## config.mk

```make
export PLATFORM = sky130hd
export DESIGN_NAME = fixed3_inv_v2_flat
export DESIGN_NICKNAME = d
export VERILOG_FILES = /design/src/rtl/fixed3_inv_v2_if.sv /design/src/rtl/fixed3_inv_v2.sv /design/src/flat_wrapper.sv
export SDC_FILE = /design/constraint.sdc
export NUM_CORES = 1
export LEC_CHECK = 0
export CAP_MARGIN = 20
export CORE_UTILIZATION = 35
export CTS_CLUSTER_DIAMETER = 120
export CTS_CLUSTER_SIZE = 20
export DETAILED_ROUTE_END_ITERATION = 10
export SYNTH_ARGS = -nofsm -noshare
export SYNTH_HDL_FRONTEND = slang
export SYNTH_SLANG_ARGS = --single-unit
```

## constraint.sdc

```tcl
create_clock -name clk -period 4.7 [get_ports clk]
set_input_delay 0.47 -clock clk [delete_from_list [all_inputs] [get_ports clk]]
set_output_delay 0.47 -clock clk [all_outputs]
set_load 0.01 [all_outputs]
```

## src/rtl/fixed3_inv_v2_if.sv

```systemverilog
// rtl/fixed3_inv_v2_if.sv - strobe/valid handshake bundle for the Fixed3 reciprocal unit
interface fixed3_inv_v2_if;
  logic        strobe;
  logic [95:0] v;
  logic        valid;
  logic [95:0] ov;

  modport master (output strobe, output v, input valid, input ov);
  modport slave  (input strobe, input v, output valid, output ov);
endinterface

```

## src/rtl/fixed3_inv_v2.sv

```systemverilog
// rtl/fixed3_inv_v2.sv - component-wise Q16.16 reciprocal of a Fixed3 vector
// Three parallel restoring dividers compute 2^32 / |c|, one quotient bit per DIVIDE cycle.
module fixed3_inv_v2 (
  input  logic            clk,
  input  logic            resetn,
  fixed3_inv_v2_if.slave  bus
);

  typedef enum logic [1:0] {IDLE, DIVIDE, DONE} state_t;

  state_t             state_q, state_d;
  logic [5:0]         cnt_q;
  logic [2:0]         sgn_q;
  logic [2:0][31:0]   mag_q;
  logic [2:0][31:0]   rem_q;
  logic [2:0][32:0]   quo_q;

  logic [2:0][32:0]   rem_sh;
  logic [2:0][31:0]   rem_nxt;
  logic [2:0]         qbit;
  logic [2:0][31:0]   res;
  logic [2:0][31:0]   lane_in;
  logic [2:0][31:0]   lane_mag;

  always_ff @(posedge clk or negedge resetn) begin
    if (!resetn) state_q <= IDLE;
    else         state_q <= state_d;
  end

  always_comb begin
    state_d = state_q;
    case (state_q)
      IDLE:    if (bus.strobe) state_d = DIVIDE;
      DIVIDE:  if (cnt_q == 6'd32) state_d = DONE;
      DONE:    state_d = IDLE;
      default: state_d = IDLE;
    endcase
  end

  // Lane 0 is x (v[95:64]), lane 2 is z (v[31:0]).
  always_comb begin
    for (int i = 0; i < 3; i++) begin
      lane_in[i]  = bus.v[95 - 32*i -: 32];
      lane_mag[i] = lane_in[i][31] ? (~lane_in[i] + 32'd1) : lane_in[i];
    end
  end

  // The 33-bit numerator 2^32 has its only set bit at the MSB, shifted in on step 0.
  always_comb begin
    for (int i = 0; i < 3; i++) begin
      rem_sh[i]  = {rem_q[i], (cnt_q == 6'd0)};
      qbit[i]    = (rem_sh[i] >= {1'b0, mag_q[i]});
      rem_nxt[i] = qbit[i] ? 32'(rem_sh[i] - {1'b0, mag_q[i]}) : rem_sh[i][31:0];
    end
  end

  always_comb begin
    for (int i = 0; i < 3; i++) begin
      if (mag_q[i] == 32'd0)
        res[i] = 32'h7FFF_FFFF;
      else if (quo_q[i] > 33'h0_7FFF_FFFF)
        res[i] = sgn_q[i] ? 32'h8000_0001 : 32'h7FFF_FFFF;
      else
        res[i] = sgn_q[i] ? (~quo_q[i][31:0] + 32'd1) : quo_q[i][31:0];
    end
  end

  always_ff @(posedge clk or negedge resetn) begin
    if (!resetn) begin
      cnt_q     <= 6'd0;
      sgn_q     <= 3'd0;
      mag_q     <= '0;
      rem_q     <= '0;
      quo_q     <= '0;
      bus.valid <= 1'b0;
      bus.ov    <= 96'd0;
    end else begin
      bus.valid <= 1'b0;
      case (state_q)
        IDLE: begin
          if (bus.strobe) begin
            cnt_q <= 6'd0;
            rem_q <= '0;
            quo_q <= '0;
            mag_q <= lane_mag;
            for (int i = 0; i < 3; i++) sgn_q[i] <= lane_in[i][31];
          end
        end
        DIVIDE: begin
          cnt_q <= cnt_q + 6'd1;
          rem_q <= rem_nxt;
          for (int i = 0; i < 3; i++) quo_q[i] <= {quo_q[i][31:0], qbit[i]};
        end
        DONE: begin
          bus.valid <= 1'b1;
          bus.ov    <= {res[0], res[1], res[2]};
        end
        default: ;
      endcase
    end
  end

endmodule

```

## src/flat_wrapper.sv

```systemverilog
// flat-port wrapper written by rule: the top's interface ports become plain ports
module fixed3_inv_v2_flat 
  (clk, resetn, bus_strobe, bus_v, bus_valid, bus_ov);
  fixed3_inv_v2_if bus_i ();
  input  logic clk;
  input  logic resetn;
  input wire logic [$bits(bus_i.strobe)-1:0] bus_strobe;
  input wire logic [$bits(bus_i.v)-1:0] bus_v;
  output wire logic [$bits(bus_i.valid)-1:0] bus_valid;
  output wire logic [$bits(bus_i.ov)-1:0] bus_ov;
  assign bus_i.strobe = bus_strobe;
  assign bus_i.v = bus_v;
  assign bus_valid = bus_i.valid;
  assign bus_ov = bus_i.ov;
  fixed3_inv_v2 u_core (.clk(clk), .resetn(resetn), .bus(bus_i));
endmodule
```

==> impl_metrics.tcl, run 1 <==
set metrics [dict create \
    cts_resized 0 \
    yosys_warnings 0 \
    layout.nets 3352 \
    critical-path-top-delay-family "compound AO/OA/AOI/OAI gates" \
    fin_crit_sh 0.875 \
    layout-drive-gt1-share 0.0325 \
    syn_inst 3094 \
    hold_path.class "input port to asynchronous set/reset pin" \
    clock.fmax_ghz 0.243 \
    hold_buffers 1 \
    async_reset_ff_frac 1.00 \
    netlist.area_leader.share 0.389 \
    fin_util 0.404 \
    cts_setup_buffers 0 \
    r2r_slack_ps 590 \
    worst_setup_path_end_kind "flip-flop" \
    die_y_microns 273 \
    setup-violations-final 0 \
    die_w_microns 273 \
    final_hold_viol_count 0 \
    path_buf_inv 2 \
    finalInstanceArea_sq_um 29100 \
    routedWlPerCell_microns 16.9 \
    synth-main-ff-cell "dfrtp_1" \
    leakage_nw 12.5 \
    fin_setup_tns_ps 0 \
    ir_drop_uv 346 \
    worst_pin_slew_ps 1000 \
    cts_sinks 399 \
    whs_ps 501 \
    place_hpwl_microns 49500 \
    status "completed" \
    power.switching_mw 11.3 \
    relSlewSlack 0.331 \
    area_growth_syn_to_layout_pct 13.3 \
    critPathMaxStageDelay_ps 410 \
    track_usage 0.185 \
    layout.cells.non_filler 4095 \
    clock-root-buffer "clkbuf_16" \
    p_clk_frac 0.088 \
    seq_power_share 0.279 \
    clk_pin_slew_ps 90 \
    start_util 0.357 \
    dpl-instance-area_sq_um 28400 \
    die-area_sq_um 74400 \
    synth_edf_count 0 \
    crit_arrival_ps 4600 \
    grt_pass1_vias 20999 \
    finalClockSkew_ps 25.5 \
    path_class "flip-flop to flip-flop" \
    gp_congestion 0.892 \
    grt_pass1_wl_microns 114000 \
    grt_max_degree 122 \
    syn_area_sq_um 25700 \
    synth_top_cell_by_area "dfrtp_1" \
    switching_share 0.478 \
    maxCapViolCount 0 \
    cts_tree "built" \
    final_max_slew_viol_count 0 \
    syn-num-nets 3303 \
    placed_cells 4066 \
    drc_errors 0 \
    synth_most_common_cell "nand2_1" \
    cts_made_buffers 23 \
    antenna_found_initial 0 \
    avgSynthCellArea_sq_um 8.30 \
    routed_wl_microns 69400 \
    rsz0062_at_grt "false" \
    synthDistinctLibCells 82 \
    synth-seq-cells 399 \
    comb_power_share 0.633 \
    synth_common_cells "nand2_1, dfrtp_1, o21ai_0, nor2_1, clkbuf_1" \
    cellPowerDensity_nw_per_um2 813 \
    intPower_mw 12.3 \
    rows 98 \
    ant_nets 0 \
    crit_fanout 5 \
    r2r_end "u_core.rem_q[22]$_DFFE_PN0P_" \
    period_needed_ps 4110 \
    reg2reg_from "u_core.cnt_q[0]$_DFFE_PN0P_" \
    path_cells "inv_1 > ha_1 > nor4b_1 > nand2b_1 > ha_1 > inv_1 > fa_1 > a211oi_1 > o211ai_1 > a41oi_1 > o31ai_1 > a221o_1 > a31o_2 > a31oi_1 > xnor2_1 > mux2i_1 > o21ai_0" \
    cts_max_path_buffers 3 \
    yosys-top-cells-area "dfrtp_1, o21ai_0, nand2_1, xor2_1, ha_1" \
    cp.required_ps 5190 \
    io_buffers 195 \
    rr_worst_depth 17 \
    drt-initial-drc-count 1431 \
    viasPerCell 5.36 \
    cts_max_level 1 \
    firstDrtPassIters 6 \
    synth-seq-area-share 0.389 \
    cp_slowest_cell "dfrtp_1" \
    overflow 0 \
    worstSetupStartpointType "flip-flop" \
    io_pins 196 \
    insertion_delay_ps 590 \
    vias 21950 \
    coreArea_sq_um 72000 \
]
==> area by class of cell <==
cell class                 instances  area (sq um)
antenna                            2          5.00
multi-input combinational       2334         14400
clock inverter                     1          20.0
inverter                         149           559
tap                              950          1190
clock buffer                      24           579
timing repair buffer             236          2350
fill                            7396         42900
sequential                       399          9980
==> power groups by stage <==
stage / Sequential (mW) / Combinational [mW] / Clock [mW]
after floorplan: 6.11 / 11.4 / 0
after global placement: 6.64 / 14.9 / 0
after detailed placement: 6.66 / 15.0 / 0
after CTS: 6.60 / 15.0 / 2.17
after global routing: 6.84 / 17.0 / 2.26
final: 6.61 / 15.0 / 2.07
==> per-stage QoR <==
step	worst slack, ps	power, mW
2_1_floorplan	1010	17.5
5_1_grt	256	26.1
3_5_place_dp	616	21.6
6_report	586	23.7
4_1_cts	604	23.8
3_3_place_gp	700	21.5
==> worst max path at each step <==
stage	start	to	cells past startpoint
finish	u_core.cnt_q[0]$_DFFE_PN0P_	u_core.rem_q[22]$_DFFE_PN0P_	17
global route	u_core.cnt_q[1]$_DFFE_PN0P_	u_core.rem_q[35]$_DFFE_PN0P_	18
CTS	u_core.cnt_q[0]$_DFFE_PN0P_	u_core.rem_q[22]$_DFFE_PN0P_	17
detailed placement	u_core.cnt_q[0]$_DFFE_PN0P_	u_core.rem_q[22]$_DFFE_PN0P_	17
global placement	u_core.cnt_q[0]$_DFFE_PN0P_	u_core.rem_q[22]$_DFFE_PN0P_	17
floorplan	u_core.cnt_q[0]$_DFFE_PN0P_	u_core.rem_q[22]$_DFFE_PN0P_	17
==> state kept, by name, summed over array words and instances, names as in the netlist <==
name	count
u_core.cnt_q	6
u_core.bus.valid	1
u_core.sgn_q	3
u_core.bus.ov	96
u_core.quo_q	99
u_core.mag_q	96
u_core.state_q	2
u_core.rem_q	96
==> cells by family (layout without fill, tap and decap cells) <==
logic type	after synthesis	in the layout	share of synthesized area
and+or+nand+nor	1015	1015	0.182
AOI/OAI and AO/OA	950	950	0.231
DFF	399	399	0.389
buffers and inverters	361	410	0.0531
xor gates and xnor gates	226	226	0.0771
adders and majority gates	110	110	0.0545
muxes	33	33	0.0129
other	0	2	0
==> per-layer routing <==
metal / GRT usage / vias to the layer above / wire, microns
li1: - / 11023 / -
met1: 0.273 / 10447 / 34800
met2: 0.290 / 429 / 30600
met3: 0.0224 / 51 / 2920
met4: 0.0325 / 0 / 1130
met5: 0 / - / 0
==> cell usage in the layout (no fill, tap or decap), types with 11 or more instances in the layout <==
| cell | netlist | final |
|---|---|---|
| a21oi_1 | 181 | 180 |
| a31oi_1 | 21 | 21 |
| o21bai_1 | 13 | 13 |
| or3_1 | 21 | 21 |
| xor2_1 | 154 | 154 |
| or4_1 | 18 | 18 |
| ha_1 | 107 | 107 |
| o21ai_0 | 385 | 383 |
| nor2b_1 | 16 | 14 |
| clkbuf_16 | 0 | 24 |
| o41ai_1 | 20 | 20 |
| o22a_1 | 101 | 101 |
| o211ai_1 | 13 | 13 |
| a32oi_1 | 16 | 16 |
| nor3_1 | 27 | 27 |
| buf_4 | 0 | 34 |
| a21o_1 | 63 | 63 |
| nand4_1 | 55 | 55 |
| nand2b_1 | 17 | 16 |
| a211oi_1 | 11 | 11 |
| clkdlybuf4s50_1 | 0 | 194 |
| nand3_1 | 77 | 77 |
| inv_1 | 147 | 147 |
| nor4_1 | 48 | 48 |
| nor2_1 | 192 | 191 |
| nand2_1 | 479 | 478 |
| and3_1 | 12 | 12 |
| o31ai_1 | 45 | 44 |
| mux2i_1 | 32 | 32 |
| xnor2_1 | 72 | 72 |
| dfrtp_1 | 399 | 399 |
| o21ai_1 | 11 | 11 |
| o21a_1 | 16 | 16 |
Note: power is estimated with default switching activity, not from simulation.
==> run 2, diff against run 1 <==
- CORE_ASPECT_RATIO: default -> 0.75
==> impl_metrics.tcl, run 2 (same netlist as run 1, synthesis figures left out) <==
set metrics [dict create \
    finalInstanceArea_sq_um 29100 \
    cellPowerDensity_nw_per_um2 818 \
    setup-violations-final 0 \
    critPathMaxStageDelay_ps 420 \
    area_growth_syn_to_layout_pct 13.3 \
    cts_tree "built" \
    firstDrtPassIters 8 \
    clock.fmax_ghz 0.240 \
    fin_crit_sh 0.887 \
    maxCapViolCount 0 \
    period_needed_ps 4170 \
    insertion_delay_ps 590 \
    viasPerCell 5.39 \
    cts_max_level 1 \
    cts_max_path_buffers 3 \
    start_util 0.356 \
    grt_max_degree 131 \
    io_buffers 195 \
    relSlewSlack 0.317 \
    layout.nets 3349 \
    cp.required_ps 5180 \
    die_y_microns 237 \
    die-area_sq_um 74400 \
    rows 85 \
    layout.cells.non_filler 4097 \
    hold_buffers 1 \
    layout-drive-gt1-share 0.0312 \
    drc_errors 10 \
    dpl-instance-area_sq_um 28500 \
    top_register "u_core.quo_q" \
    routedWlPerCell_microns 17.2 \
    ant_nets 0 \
    vias 22078 \
    grt_pass1_wl_microns 114000 \
    cts_setup_buffers 0 \
    met1_usage 0.292 \
    crit_arrival_ps 4650 \
    overflow 0 \
    violations "design-rule violations" \
    antenna_found_initial 0 \
    routed_wl_microns 70400 \
    worst_setup_path_end_kind "flip-flop" \
    hold_path.class "input port to asynchronous set/reset pin" \
    fin_util 0.403 \
    top_usage_layer "met1" \
    drt-initial-drc-count 1701 \
    cts_sinks 399 \
    gp_congestion 0.906 \
    rsz0062_at_grt "false" \
    worstSetupStartpointType "flip-flop" \
    leakage_nw 12.5 \
    cp_slowest_cell "dfrtp_1" \
    die_w_microns 315 \
    status "complete, but fails checks" \
    cts_made_buffers 23 \
    path_class "flip-flop to flip-flop" \
    cts_resized 0 \
    diodes 0 \
    path_buf_inv 3 \
    met3_usage 0.0189 \
    setup_ws_ps 533 \
    grt_pass1_vias 20878 \
    worst_pin_slew_ps 1010 \
    final_hold_viol_count 0 \
    whs_ps 478 \
    io_pins 196 \
    path_cells "inv_1 > ha_1 > nor4b_1 > nand2b_1 > buf_4 > ha_1 > nor2b_1 > o31a_1 > a21oi_1 > a31oi_1 > o22ai_1 > o41ai_2 > buf_4 > a21oi_4 > nand2b_1 > o21ai_0" \
    fin_setup_tns_ps 0 \
    clk_pin_slew_ps 90 \
    finalClockSkew_ps 36.0 \
    total_power_mw 23.8 \
    dp_slack_ps 641 \
    largest_register_ffs 99 \
    clock-root-buffer "clkbuf_16" \
    track_usage 0.185 \
    global_route.usage.met2 0.273 \
    critical-path-top-delay-family "compound AO/OA/AOI/OAI gates" \
    final_common_cell "nand2_1" \
    placed_cells 4069 \
    coreArea_sq_um 72200 \
    layout_common_cells "nand2_1, dfrtp_1, o21ai_0" \
    crit_fanout 14 \
    final_max_slew_viol_count 0 \
    ir_drop_uv 300 \
    place_hpwl_microns 49800 \
]
==> run 2: final timing paths <==
check | from | endpoint | slack (ps) | cells after the start
worst min register to register | u_core.bus.ov[30]$_DFFE_PN0P_ | u_core.bus.ov[30]$_DFFE_PN0P_ | 510 | 1
worst max register to register | u_core.cnt_q[0]$_DFFE_PN0P_ | u_core.rem_q[59]$_DFFE_PN0P_ | 530 | 16
worst max-delay path | u_core.cnt_q[0]$_DFFE_PN0P_ | u_core.rem_q[59]$_DFFE_PN0P_ | 530 | 16
max in group asynchronous | resetn | u_core.mag_q[79]$_DFFE_PN0P_ | 3230 | 3
worst min-delay path | resetn | u_core.mag_q[51]$_DFFE_PN0P_ | 480 | 2
min in group clk | u_core.bus.ov[30]$_DFFE_PN0P_ | u_core.bus.ov[30]$_DFFE_PN0P_ | 510 | 1
==> run 2: cell type report <==
class                   instances  area (sq um)
repair buffers                233          2360
inverters                     149           559
flip-flops and latches        399          9980
clock inverters                 1          8.76
clock buffers                  24           579
well taps                     957          1200
multi-input cells            2334         14400
fillers                      7320         43100
==> run 2: layer usage <==
layer / vias up / part of all wire
li1: 11007 / -
met1: 10612 / 0.52
met2: 412 / 0.42
met3: 47 / 0.039
met4: 0 / 0.016
met5: - / 0
==> run 2: where the power goes <==
part,total (mW),internal [mW],switching (mW),leakage (nW)
logic,15.1,6.52,8.61,7.14
registers,6.59,4.98,1.61,5.09
clock network,2.07,0.879,1.19,0.289
total,23.8,12.4,11.4,12.5
